--- src/rtl/pipe_hazard_ctrl_pkg.sv ---
// Shared types and helpers for the pipeline hazard controller.
package pipe_hazard_ctrl_pkg;

  // Default GPR address width.
  localparam int RA_W = 5;

  // Width needed to encode a stage number 0..stages (0 = no forward).
  function automatic int fs_w(input int stages);
    return $clog2(stages + 1);
  endfunction

  // One in-flight instruction as seen by the hazard logic.
  typedef struct packed {
    logic            valid;
    logic [RA_W-1:0] dest;
    logic            reg_write;
    logic            mem_read;
  } sb_entry_t;

endpackage

--- src/rtl/pipe_hazard_ctrl_hz_match.sv ---
// Youngest-match priority encoder over the scoreboard: returns the lowest
// stage number (>= FIRST) whose in-flight instruction writes src, or 0.
module hz_match
  import pipe_hazard_ctrl_pkg::*;
#(
  parameter int STAGES = 3,
  parameter int RA_W   = pipe_hazard_ctrl_pkg::RA_W,
  parameter int FIRST  = 1,
  parameter int FS_W   = fs_w(STAGES)
) (
  input  sb_entry_t       sb [STAGES],
  input  logic [RA_W-1:0] src,
  input  logic            src_used,
  output logic [FS_W-1:0] stage,
  output logic            is_load
);

  logic [STAGES-1:0] hit;

  // Per-stage match; r0 is hard-wired zero so it never creates a dependency.
  generate
    for (genvar gi = 0; gi < STAGES; gi++) begin : g_cmp
      assign hit[gi] = (gi + 1 >= FIRST) && src_used && (src != '0) &&
                       sb[gi].valid && sb[gi].reg_write && (sb[gi].dest == src);
    end
  endgenerate

  // Scan oldest to youngest so the youngest (lowest) hit wins.
  always_comb begin
    stage   = '0;
    is_load = 1'b0;
    for (int i = STAGES - 1; i >= 0; i--) begin
      if (hit[i]) begin
        stage   = FS_W'(i + 1);
        is_load = sb[i].mem_read;
      end
    end
  end

endmodule

--- src/rtl/pipe_hazard_ctrl.sv ---
// Hazard, interlock and forwarding controller. Tracks every instruction past
// ID in a scoreboard shift register and derives stalls, flushes and operand
// forward selects for the ID and EX stages.
module pipe_hazard_ctrl
  import pipe_hazard_ctrl_pkg::*;
#(
  parameter  int STAGES     = 3,
  parameter  int LOAD_STAGE = 2,
  parameter  int FWD_EN     = 1,
  parameter  int RA_W       = pipe_hazard_ctrl_pkg::RA_W,
  parameter  int CNT_W      = 32,
  localparam int FS_W       = fs_w(STAGES)
) (
  input  logic             clock,
  input  logic             reset,
  input  logic             hold,
  input  logic             id_valid,
  input  logic [RA_W-1:0]  id_rs,
  input  logic [RA_W-1:0]  id_rt,
  input  logic             id_use_rs,
  input  logic             id_use_rt,
  input  logic             id_early,
  input  logic [RA_W-1:0]  id_num_write,
  input  logic             id_reg_write,
  input  logic             id_mem_read,
  input  logic             id_redirect,
  output logic             pc_write,
  output logic             if_id_write,
  output logic             if_id_flush,
  output logic             id_ex_flush,
  output logic [FS_W-1:0]  fwd_a_id,
  output logic [FS_W-1:0]  fwd_b_id,
  output logic [FS_W-1:0]  fwd_a_ex,
  output logic [FS_W-1:0]  fwd_b_ex,
  output logic [CNT_W-1:0] stall_count,
  output logic [CNT_W-1:0] flush_count
);

  // Index i holds stage i+1 (index 0 = EX).
  sb_entry_t       sb_reg [STAGES];
  logic [RA_W-1:0] ex_rs_reg;
  logic [RA_W-1:0] ex_rt_reg;
  logic            ex_use_rs_reg;
  logic            ex_use_rt_reg;
  logic [CNT_W-1:0] stall_count_reg;
  logic [CNT_W-1:0] flush_count_reg;

  logic [FS_W-1:0] id_k_a, id_k_b, ex_k_a, ex_k_b;
  logic            id_ld_a, id_ld_b, ex_ld_a, ex_ld_b;
  logic            stall_a, stall_b, stall;
  logic [FS_W-1:0] fwd_a_id_next, fwd_b_id_next;
  logic            advance;
  logic            issue;
  sb_entry_t       entry_next;

  // Decide stall and forward select for one ID source given its youngest
  // producer stage k (0 = none). Result is {stall, fwd}.
  function automatic logic [FS_W:0] resolve(input logic [FS_W-1:0] k,
                                            input logic is_load,
                                            input logic early);
    int              thr;
    logic            stall_k;
    logic [FS_W-1:0] fwd_k;
    thr     = is_load ? LOAD_STAGE + 1 : 2;
    stall_k = 1'b0;
    fwd_k   = '0;
    if (k != '0) begin
      if (FWD_EN == 0) begin
        stall_k = 1'b1;
      end else begin
        if (int'(k) >= thr) fwd_k = k;
        // An EX consumer can take the value one stage later than an early one.
        stall_k = early ? (int'(k) < thr) : (int'(k) + 1 < thr);
      end
    end
    return {stall_k, fwd_k};
  endfunction

  // EX forward select; a load still short of its data stage is never chosen.
  function automatic logic [FS_W-1:0] ex_fwd(input logic [FS_W-1:0] k,
                                             input logic is_load);
    if (FWD_EN == 0) return '0;
    if (is_load && (int'(k) < LOAD_STAGE + 1)) return '0;
    return k;
  endfunction

  hz_match #(.STAGES(STAGES), .RA_W(RA_W), .FIRST(1), .FS_W(FS_W)) u_match_id_a (
    .sb(sb_reg), .src(id_rs), .src_used(id_valid & id_use_rs),
    .stage(id_k_a), .is_load(id_ld_a)
  );

  hz_match #(.STAGES(STAGES), .RA_W(RA_W), .FIRST(1), .FS_W(FS_W)) u_match_id_b (
    .sb(sb_reg), .src(id_rt), .src_used(id_valid & id_use_rt),
    .stage(id_k_b), .is_load(id_ld_b)
  );

  hz_match #(.STAGES(STAGES), .RA_W(RA_W), .FIRST(2), .FS_W(FS_W)) u_match_ex_a (
    .sb(sb_reg), .src(ex_rs_reg), .src_used(ex_use_rs_reg),
    .stage(ex_k_a), .is_load(ex_ld_a)
  );

  hz_match #(.STAGES(STAGES), .RA_W(RA_W), .FIRST(2), .FS_W(FS_W)) u_match_ex_b (
    .sb(sb_reg), .src(ex_rt_reg), .src_used(ex_use_rt_reg),
    .stage(ex_k_b), .is_load(ex_ld_b)
  );

  // Combine per-source hazards into the stall and ID forward selects.
  always_comb begin
    {stall_a, fwd_a_id_next} = resolve(id_k_a, id_ld_a, id_early);
    {stall_b, fwd_b_id_next} = resolve(id_k_b, id_ld_b, id_early);
    stall = stall_a | stall_b;
  end

  // Pipeline control with priority hold > stall > redirect.
  always_comb begin
    pc_write    = 1'b0;
    if_id_write = 1'b0;
    if_id_flush = 1'b0;
    id_ex_flush = 1'b0;
    if (!hold) begin
      if (stall) begin
        id_ex_flush = 1'b1;
      end else begin
        pc_write    = 1'b1;
        if_id_write = 1'b1;
        if_id_flush = id_redirect;
      end
    end
  end

  assign fwd_a_id    = fwd_a_id_next;
  assign fwd_b_id    = fwd_b_id_next;
  assign fwd_a_ex    = ex_fwd(ex_k_a, ex_ld_a);
  assign fwd_b_ex    = ex_fwd(ex_k_b, ex_ld_b);
  assign stall_count = stall_count_reg;
  assign flush_count = flush_count_reg;

  assign advance = !hold;
  assign issue   = id_valid && !stall;

  // Entry entering EX: the ID instruction, or a bubble when stalled/empty.
  always_comb begin
    entry_next = '0;
    if (issue) begin
      entry_next.valid     = 1'b1;
      entry_next.dest      = id_num_write;
      entry_next.reg_write = id_reg_write;
      entry_next.mem_read  = id_mem_read;
    end
  end

  // Stage 1 of the scoreboard is loaded from ID.
  always_ff @(posedge clock) begin
    if (reset) begin
      sb_reg[0] <= '0;
    end else if (advance) begin
      sb_reg[0] <= entry_next;
    end
  end

  // Older stages shift down one place per advancing cycle.
  generate
    for (genvar gi = 1; gi < STAGES; gi++) begin : g_shift
      always_ff @(posedge clock) begin
        if (reset) begin
          sb_reg[gi] <= '0;
        end else if (advance) begin
          sb_reg[gi] <= sb_reg[gi-1];
        end
      end
    end
  endgenerate

  // Capture the source operands of the instruction moving into EX.
  always_ff @(posedge clock) begin
    if (reset) begin
      ex_rs_reg     <= '0;
      ex_rt_reg     <= '0;
      ex_use_rs_reg <= 1'b0;
      ex_use_rt_reg <= 1'b0;
    end else if (advance) begin
      ex_rs_reg     <= id_rs;
      ex_rt_reg     <= id_rt;
      ex_use_rs_reg <= issue && id_use_rs;
      ex_use_rt_reg <= issue && id_use_rt;
    end
  end

  // Wrapping stall and redirect-flush event counters.
  always_ff @(posedge clock) begin
    if (reset) begin
      stall_count_reg <= '0;
      flush_count_reg <= '0;
    end else if (advance) begin
      if (stall) begin
        stall_count_reg <= stall_count_reg + CNT_W'(1);
      end else if (id_redirect) begin
        flush_count_reg <= flush_count_reg + CNT_W'(1);
      end
    end
  end

endmodule

--- config.mk ---
export PLATFORM = sky130hd
export DESIGN_NAME = pipe_hazard_ctrl
export DESIGN_NICKNAME = d
export VERILOG_FILES = /design/src/rtl/pipe_hazard_ctrl_pkg.sv /design/src/rtl/pipe_hazard_ctrl_hz_match.sv /design/src/rtl/pipe_hazard_ctrl.sv
export SDC_FILE = /design/constraint.sdc
export NUM_CORES = 1
export LEC_CHECK = 0
export CELL_PAD_IN_SITES_DETAIL_PLACEMENT = 1
export CELL_PAD_IN_SITES_GLOBAL_PLACEMENT = 2
export CORE_ASPECT_RATIO = 0.7
export CORE_MARGIN = 10
export CORE_UTILIZATION = 31
export DETAILED_ROUTE_END_ITERATION = 8
export GPL_TIMING_DRIVEN = 0
export PLACE_DENSITY = 0.83
export SLEW_MARGIN = 10
export SYNTH_ARGS = -nofsm -noshare
export SYNTH_HDL_FRONTEND = slang
export SYNTH_SLANG_ARGS = --single-unit
--- constraint.sdc ---
create_clock -name clock -period 7 [get_ports clock]
set_input_delay 1.75 -clock clock [delete_from_list [all_inputs] [get_ports clock]]
set_output_delay 1.75 -clock clock [all_outputs]
set_load 0.05 [all_outputs]
==> results.cfg <==
[sta]
period_share = 0.980
max_freq_mhz = 146
max_slew.worst_pin.slew_ns = 0.827
setup_viol = 0
slew_violations = 0
whs_ns = 0.495
rsz0062_at_grt = yes
max_slew_margin = 0.448
hold_viol = 0
fin_worst_skew_ns = 0.0129
post-route-min-period_ns = 6.86

[detailed_routing]
drtPass1Iterations = 5
drt_iter0_markers = 350
vias_per_cell = 5.45
vias = 5468
post-route-drc-count = 0
wire_per_inst_um = 19.8
routed_wl_um = 19900
ant_nets = 0

[global_routing]
grt.overflow.total = 0
grt_pass1_vias = 5601
grt_start_max_net_pins = 20
track_usage = 0.160
grt_pass1_wl_um = 31300
antenna_found_initial = 0

[floorplan]
design.core.area_um2 = 17900
boundaryPins = 101
die_x_um = 181
die_h_um = 132
dieArea_um2 = 23900
row_count = 41
initial_core_util = 0.314

[place]
hpwl_um = 15300
dp_cells = 988
port_buffers = 88
gp_congestion = 0.897

[logic_synthesis]
synth_area_per_cell_um2 = 8.43
syn_area_um2 = 5600
syn-num-nets = 699
ys_seq_area_frac = 0.358
ys_seq_elements = 100
synth_edf_count = 0
synthTopCellsByArea = dfxtp_1 36%, xnor2_1 5.0%, mux2i_1 4.8%
synth_cell_type_count = 50
yosysTopAreaCell = dfxtp_1
ys_warn_count = 0
async_flop_share = 0
ys.flop_type = dfxtp_1
synthCells = 664
synth_top_area_frac = 0.358

[power_and_ir_drop]
vdd_drop_max_mv = 0.113
cellLeakagePower_nw = 2.52
p_per_area_nw_per_um2 = 177

[cts]
clkLatencyLatePin_ns = 0.36
root_buffer = clkbuf_16
cts_inserted_buffers = 9
cts.sinks = 100
path_clk_slew_ns = 0.07
clk_path_buf_depth = 2
post-cts-setup-buffers = 0
cts_tree = yes
htreeDepth = 3
hold_buffers = 0

[setup_path]
worstPathArrival_ns = 5.11
critical_path.cell_chain = buf_2, xnor2_1, nand4_1, nor3_2, nor2b_1, a221oi_1, nor3b_2, ha_1, nor2b_1, o2111ai_2, a221oi_2, dlygate4sd2_1
start_kind = input port
crit_buf_inv = 2
crit_path_max_fanout = 6
cp_common_cell = nor2b_1
cp_data_required_time_ns = 5.25
path_delay_family = compound AO/OA/AOI/OAI gates
crit_type = input port to primary output
crit_slowest_cell = a221oi_2
max_stage_delay_ns = 0.77
critPathCaptureType = primary output

[layout]
fin_cells = 1003
nets = 797
drive_gt1_frac = 0.0756
area_growth_pct = 27.0
num_antenna_cells = 0

[job]
max_cap_viol_count = 0

[min_path]
hp-class = flip-flop to flip-flop

[status]
run_status = complete, no violations
worst reg2reg max path, cell delays in order (launching register included):
cell and delay (ns):
dfxtp_1 0.31, buf_2 0.23, xnor2_1 0.15, nand4_1 0.12, nor3_2 0.30, nor2b_1 0.10, a221oi_1 0.33, nor3b_2 0.11
ha_1 0.21, nor2b_1 0.17, o2111ai_2 0.25, a22oi_1 0.57, clkbuf_1 0.44, buf_2 0.36, xor2_1 0.18, nor2_1 0.06
cell usage after synthesis, types with 4 or more instances:
cell      count
nand3_1      24
nand4_1      22
nor2b_1      19
ha_1         10
xor2_1       20
a21oi_1      49
inv_1        21
xnor2_1      32
o31ai_1      31
buf_1         5
or3_1        12
a22o_1        8
dfxtp_1     100
and3_1       10
or4_1        34
nand2_1      28
mux2_1       14
clkbuf_1     23
o21ai_0      14
nor3_1       18
mux2i_1      27
and4_1        4
a22oi_1       4
nor2_1       66
buf_2        23
nor4_1       11
cells in the final DEF, fill, tap and decap left out, types with 3 or more instances in the layout:
master / Yosys / layout
mux2i_1: 27 / 27
inv_1: 21 / 21
a22o_1: 8 / 7
clkbuf_1: 23 / 22
nor4_1: 11 / 11
clkbuf_16: 0 / 9
nor3_1: 18 / 17
xor2_1: 20 / 20
nor2b_1: 19 / 19
nor3_2: 3 / 4
nor2_1: 66 / 66
xnor2_1: 32 / 32
a21oi_1: 49 / 49
o21ai_0: 14 / 13
ha_1: 10 / 10
o31ai_1: 31 / 31
nand2_1: 28 / 28
nand3_1: 24 / 24
buf_1: 5 / 5
and4_1: 4 / 4
buf_2: 23 / 23
or4_1: 34 / 34
and3_1: 10 / 10
a22oi_1: 4 / 3
nand4_1: 22 / 22
or3_1: 12 / 12
mux2_1: 14 / 14
dfxtp_1: 100 / 100
clkdlybuf4s50_1: 0 / 84
timing repair:
item / in CTS / in global routing
resized for setup: 4 / 10
endpoints found under the setup margin: 4 / 4
cloned: 0 / 0
power by group:
part | total, W | switching (W) | leakage [nW] | internal (W)
Clock | 0.000571 | 0.000236 | 0.166 | 0.000335
Sequential | 0.000588 | 0.0000110 | 0.809 | 0.000576
Combinational | 0.0000972 | 0.0000585 | 1.54 | 0.0000387
per-layer routing:
metal / vias to the layer above / share of wire / GRT usage / wire [um]
met5: - / 0 / 0 / 0
met4: 0 / 0.014 / 0.0463 / 269
met3: 17 / 0.059 / 0.0417 / 1180
met2: 140 / 0.44 / 0.244 / 8730
met1: 2706 / 0.49 / 0.217 / 9710
li1: 2605 / - / - / -
area by class of cell:
| cell class | count | area, um2 |
|---|---|---|
| well taps | 236 | 295 |
| flip-flops and latches | 100 | 2000 |
| repair buffers | 88 | 870 |
| plain buffers | 53 | 243 |
| inverters | 21 | 78.8 |
| fillers | 2135 | 10700 |
| clock buffers | 11 | 253 |
| clock inverters | 5 | 82.6 |
| multi-input cells | 489 | 3290 |
through the flow:
step / TNS, ns / worst slack [ns] / cell area (um2) / power [W] / utilization
after floorplan: 0 / 0.0226 / 5600 / 0.000663 / -
after global placement: -1.29 / -0.654 / 6770 / 0.000693 / 0.379
after detailed placement: -1.68 / -0.754 / 6770 / 0.000698 / 0.379
after CTS: 0 / 0.00285 / 7100 / 0.00127 / 0.398
after global routing: -0.0625 / -0.0625 / 7110 / 0.00130 / 0.398
final: 0 / 0.141 / 7110 / 0.00126 / 0.398
worst paths after layout:
| path | from | to | slack (ns) | cells after the start |
|---|---|---|---|---|
| setup / recovery | id_rt[0] | if_id_flush | 0.14 | 12 |
| hold / removal | flush_count[9] | flush_count[9] | 0.49 | 2 |
| setup reg to reg | sb_reg[12] | stall_count[8] | 2.98 | 15 |
| hold reg to reg | flush_count[9] | flush_count[9] | 0.49 | 2 |
kinds of logic (layout without fill, tap and decap cells):
family	count (synthesis)	count (layout)	share of synthesized area
AO/OA/AOI/OAI	123	123	0.144
XOR/XNOR	52	52	0.0814
buffers and inverters	75	178	0.0581
multiplexers	41	41	0.0764
adder cells (fa/ha/maj)	10	10	0.0224
AND/OR/NAND/NOR	263	263	0.260
flip-flops	100	100	0.358
No activity file was read; power rests on OpenSTA's default activity.
==> variant (same flow settings) <==
Set the parameter `FWD_EN` to 0 (it was 1).
--- a/src/rtl/pipe_hazard_ctrl.sv
+++ b/src/rtl/pipe_hazard_ctrl.sv
@@ -6,7 +6,7 @@
 #(
   parameter  int STAGES     = 3,
   parameter  int LOAD_STAGE = 2,
-  parameter  int FWD_EN     = 1,
+  parameter  int FWD_EN     = 0,
   parameter  int RA_W       = pipe_hazard_ctrl_pkg::RA_W,
   parameter  int CNT_W      = 32,
   localparam int FS_W       = fs_w(STAGES)
Function: changed (a bounded check fails within 4 cycles, from zero or initial values and one cycle with reset high).
==> variant against the original RTL <==
  * Cell count fell by 18%
  * Setup slack improved by 0.16 ns
  * Utilization rose by 2.2 points
  * Wire length fell by 22%
  * Synthesized cell count fell by 21%
  * Critical path type unchanged
  * Sequential cell count fell by 15
  * Power fell by 14%
  * Design area fell by 17%
  * Area after synthesis fell by 21%
  * Count of clock-buffer cells in the layout rose by 1
==> variant: results (changes against the original RTL) <==
| Metric | Value |
|---|---|
| Synth cell types | 40 (-20%) |
| Vias in the first global route | 4543 (-19%) |
| Post-DP Area | 0.00557 sq mm (-18%) |
| Fraction of registers with async set/reset | 0% (unchanged) |
| Post-synthesis sequential area ratio | 38.5% (+2.7 points) |
| Internal power | 0.813 mW (-14%) |
| GRT Util Overall | 15.4% (-0.59 points) |
| PortBufs | 88 (unchanged) |
| Synth area leaders | dfxtp_1, or4_1, a21oi_1 |
| Worst Max-Slew Pin Slew | 0.738 ns (-0.0893 ns) |
| Initial detailed-routing violation count | 202 (-42%) |
| Number of fill cells | 1656 (-22%) |
| Maximum VDD drop | 107 uV (-5.2%) |
| Clock Skew | 0.0105 ns (-0.00241 ns) |
| Inst Count DP | 811 (-18%) |
| Share of cells above drive strength 1 | 6.29% (-1.3 points) |
| Syn_area_per_cell | 8.41 sq um (-0.29%) |
| Vias | 4430 (-19%) |
| DP HPWL | 12100 um (-21%) |
| H-tree depth | 3 (unchanged) |
| Clk_lat worst skew | 0.35 ns |
| Clk buf depth | 2 (unchanged) |
| Pre-CTS WS | 0.302 ns (+1.06 ns) |
| Routed wire length | 15600 um (-22%) |
| Post-CTS Setup Inserts | 0 (unchanged) |
| Synth cell count leaders | dfxtp_1, a21oi_1, or4_1, o31ai_1, nand3_1 |
| First-pass GRT wire length | 24700 um (-21%) |
| Clk pin slew, worst setup/hold paths | roughly 0.06 ns |
| Largest net degree at the start of global routing | 14 (-30%) |
| CTS resizes | 0 (-4) |
| CP arrival | 4.95 ns (-0.16 ns) |
| Clk root buf | clkbuf_16 |
| GP Congestion | 0.883 (-1.5%) |
| Post-DR vias/cell | 5.36 (-1.7%) |
| DR pass1 iterations | 4 (-1) |
| Status | finished, final reports clean |
| CTS Buf Count | 9 (unchanged) |
| Critical Path Fanout Max | 10 (+4) |
| Final net count | 659 (-17%) |
| Warnings, synthesis | 0 (unchanged) |
| Initial antenna violation count | 1 (+1) |
| Leak | 1.95 nW (-22%) |
| HP Class | flip-flop to flip-flop |
-- variant: cell types whose count changed in the layout (fill, tap and decap cells not counted), sizes merged, moves of 9 or more --
cell / unedited run / this run
nor3: 21 / 2
inv: 22 / 10
or4: 34 / 43
a21oi: 49 / 61
mux2i: 27 / 14
nor2: 66 / 28
dfxtp: 100 / 85
nor2b: 19 / 4
mux2: 14 / 3
xnor2: 32 / 6
-- variant: cell families (layout without fill, tap and decap cells) --
group / Yosys count / in the layout / share of synthesized area [%]
and+or+nand+nor: 202 / 202 / 26.5
AOI/OAI and AO/OA: 133 / 133 / 18.4
DFF: 85 / 85 / 38.5
buffers and inverters: 55 / 158 / 5.91
xor gates and xnor gates: 31 / 31 / 6.14
muxes: 17 / 17 / 3.93
adders and majority gates: 2 / 2 / 0.566
other: 1 / 9 / 0.0848
-- variant: area by class of cell --
cell class | instances | area [sq um] | share of cell area (%)
clock inverters | 3 | 45.0 | 0.767
clock buffers | 12 | 256 | 4.37
flip-flops and latches | 85 | 1700 | 29.0
repair buffers | 88 | 881 | 15.0
diodes | 1 | 2.50 | 0.0426
multi-input cells | 393 | 2480 | 42.3
plain buffers | 45 | 224 | 3.82
well taps | 190 | 238 | 4.05
inverters | 10 | 37.5 | 0.639
-- variant: final timing paths --
kind	slack, ns	depth (start not counted)	start	endpoint
worst max-delay path	0.30	11	id_rs[2]	if_id_flush
worst min-delay path	0.49	2	stall_count[15]	stall_count[15]
worst max register to register	4.39	10	sb_reg[22]	flush_count[0]
worst min register to register	0.49	2	stall_count[15]	stall_count[15]
-- variant: metal layers --
layer / global-route usage (%) / vias up / share of wire, %
met5: 0 / - / 0
met4: 4.66 / 0 / 1.1
met3: 3.86 / 13 / 5.0
met2: 24.1 / 71 / 46
met1: 20.6 / 2162 / 48
li1: - / 2184 / -
-- variant: power by group through the flow --
stage	clock network [mW]	registers, mW	logic (mW)
finish	0.492	0.492	0.0902
global route	0.522	0.493	0.0973
CTS	0.504	0.492	0.0907
detailed placement	0	0.503	0.0903
global placement	0	0.503	0.0888
floorplan	0	0.504	0.0525
-- variant: critical path, stage by stage --
cell and delay [ns]:
clkdlybuf4s50_1 0.50, xor2_1 0.20, nor4_1 0.43, nand4_1 0.20, and3_1 0.21, o221ai_1 0.20
buf_2 0.28, buf_4 0.22, buf_4 0.19, inv_1 0.05, clkdlybuf4s50_1 0.70
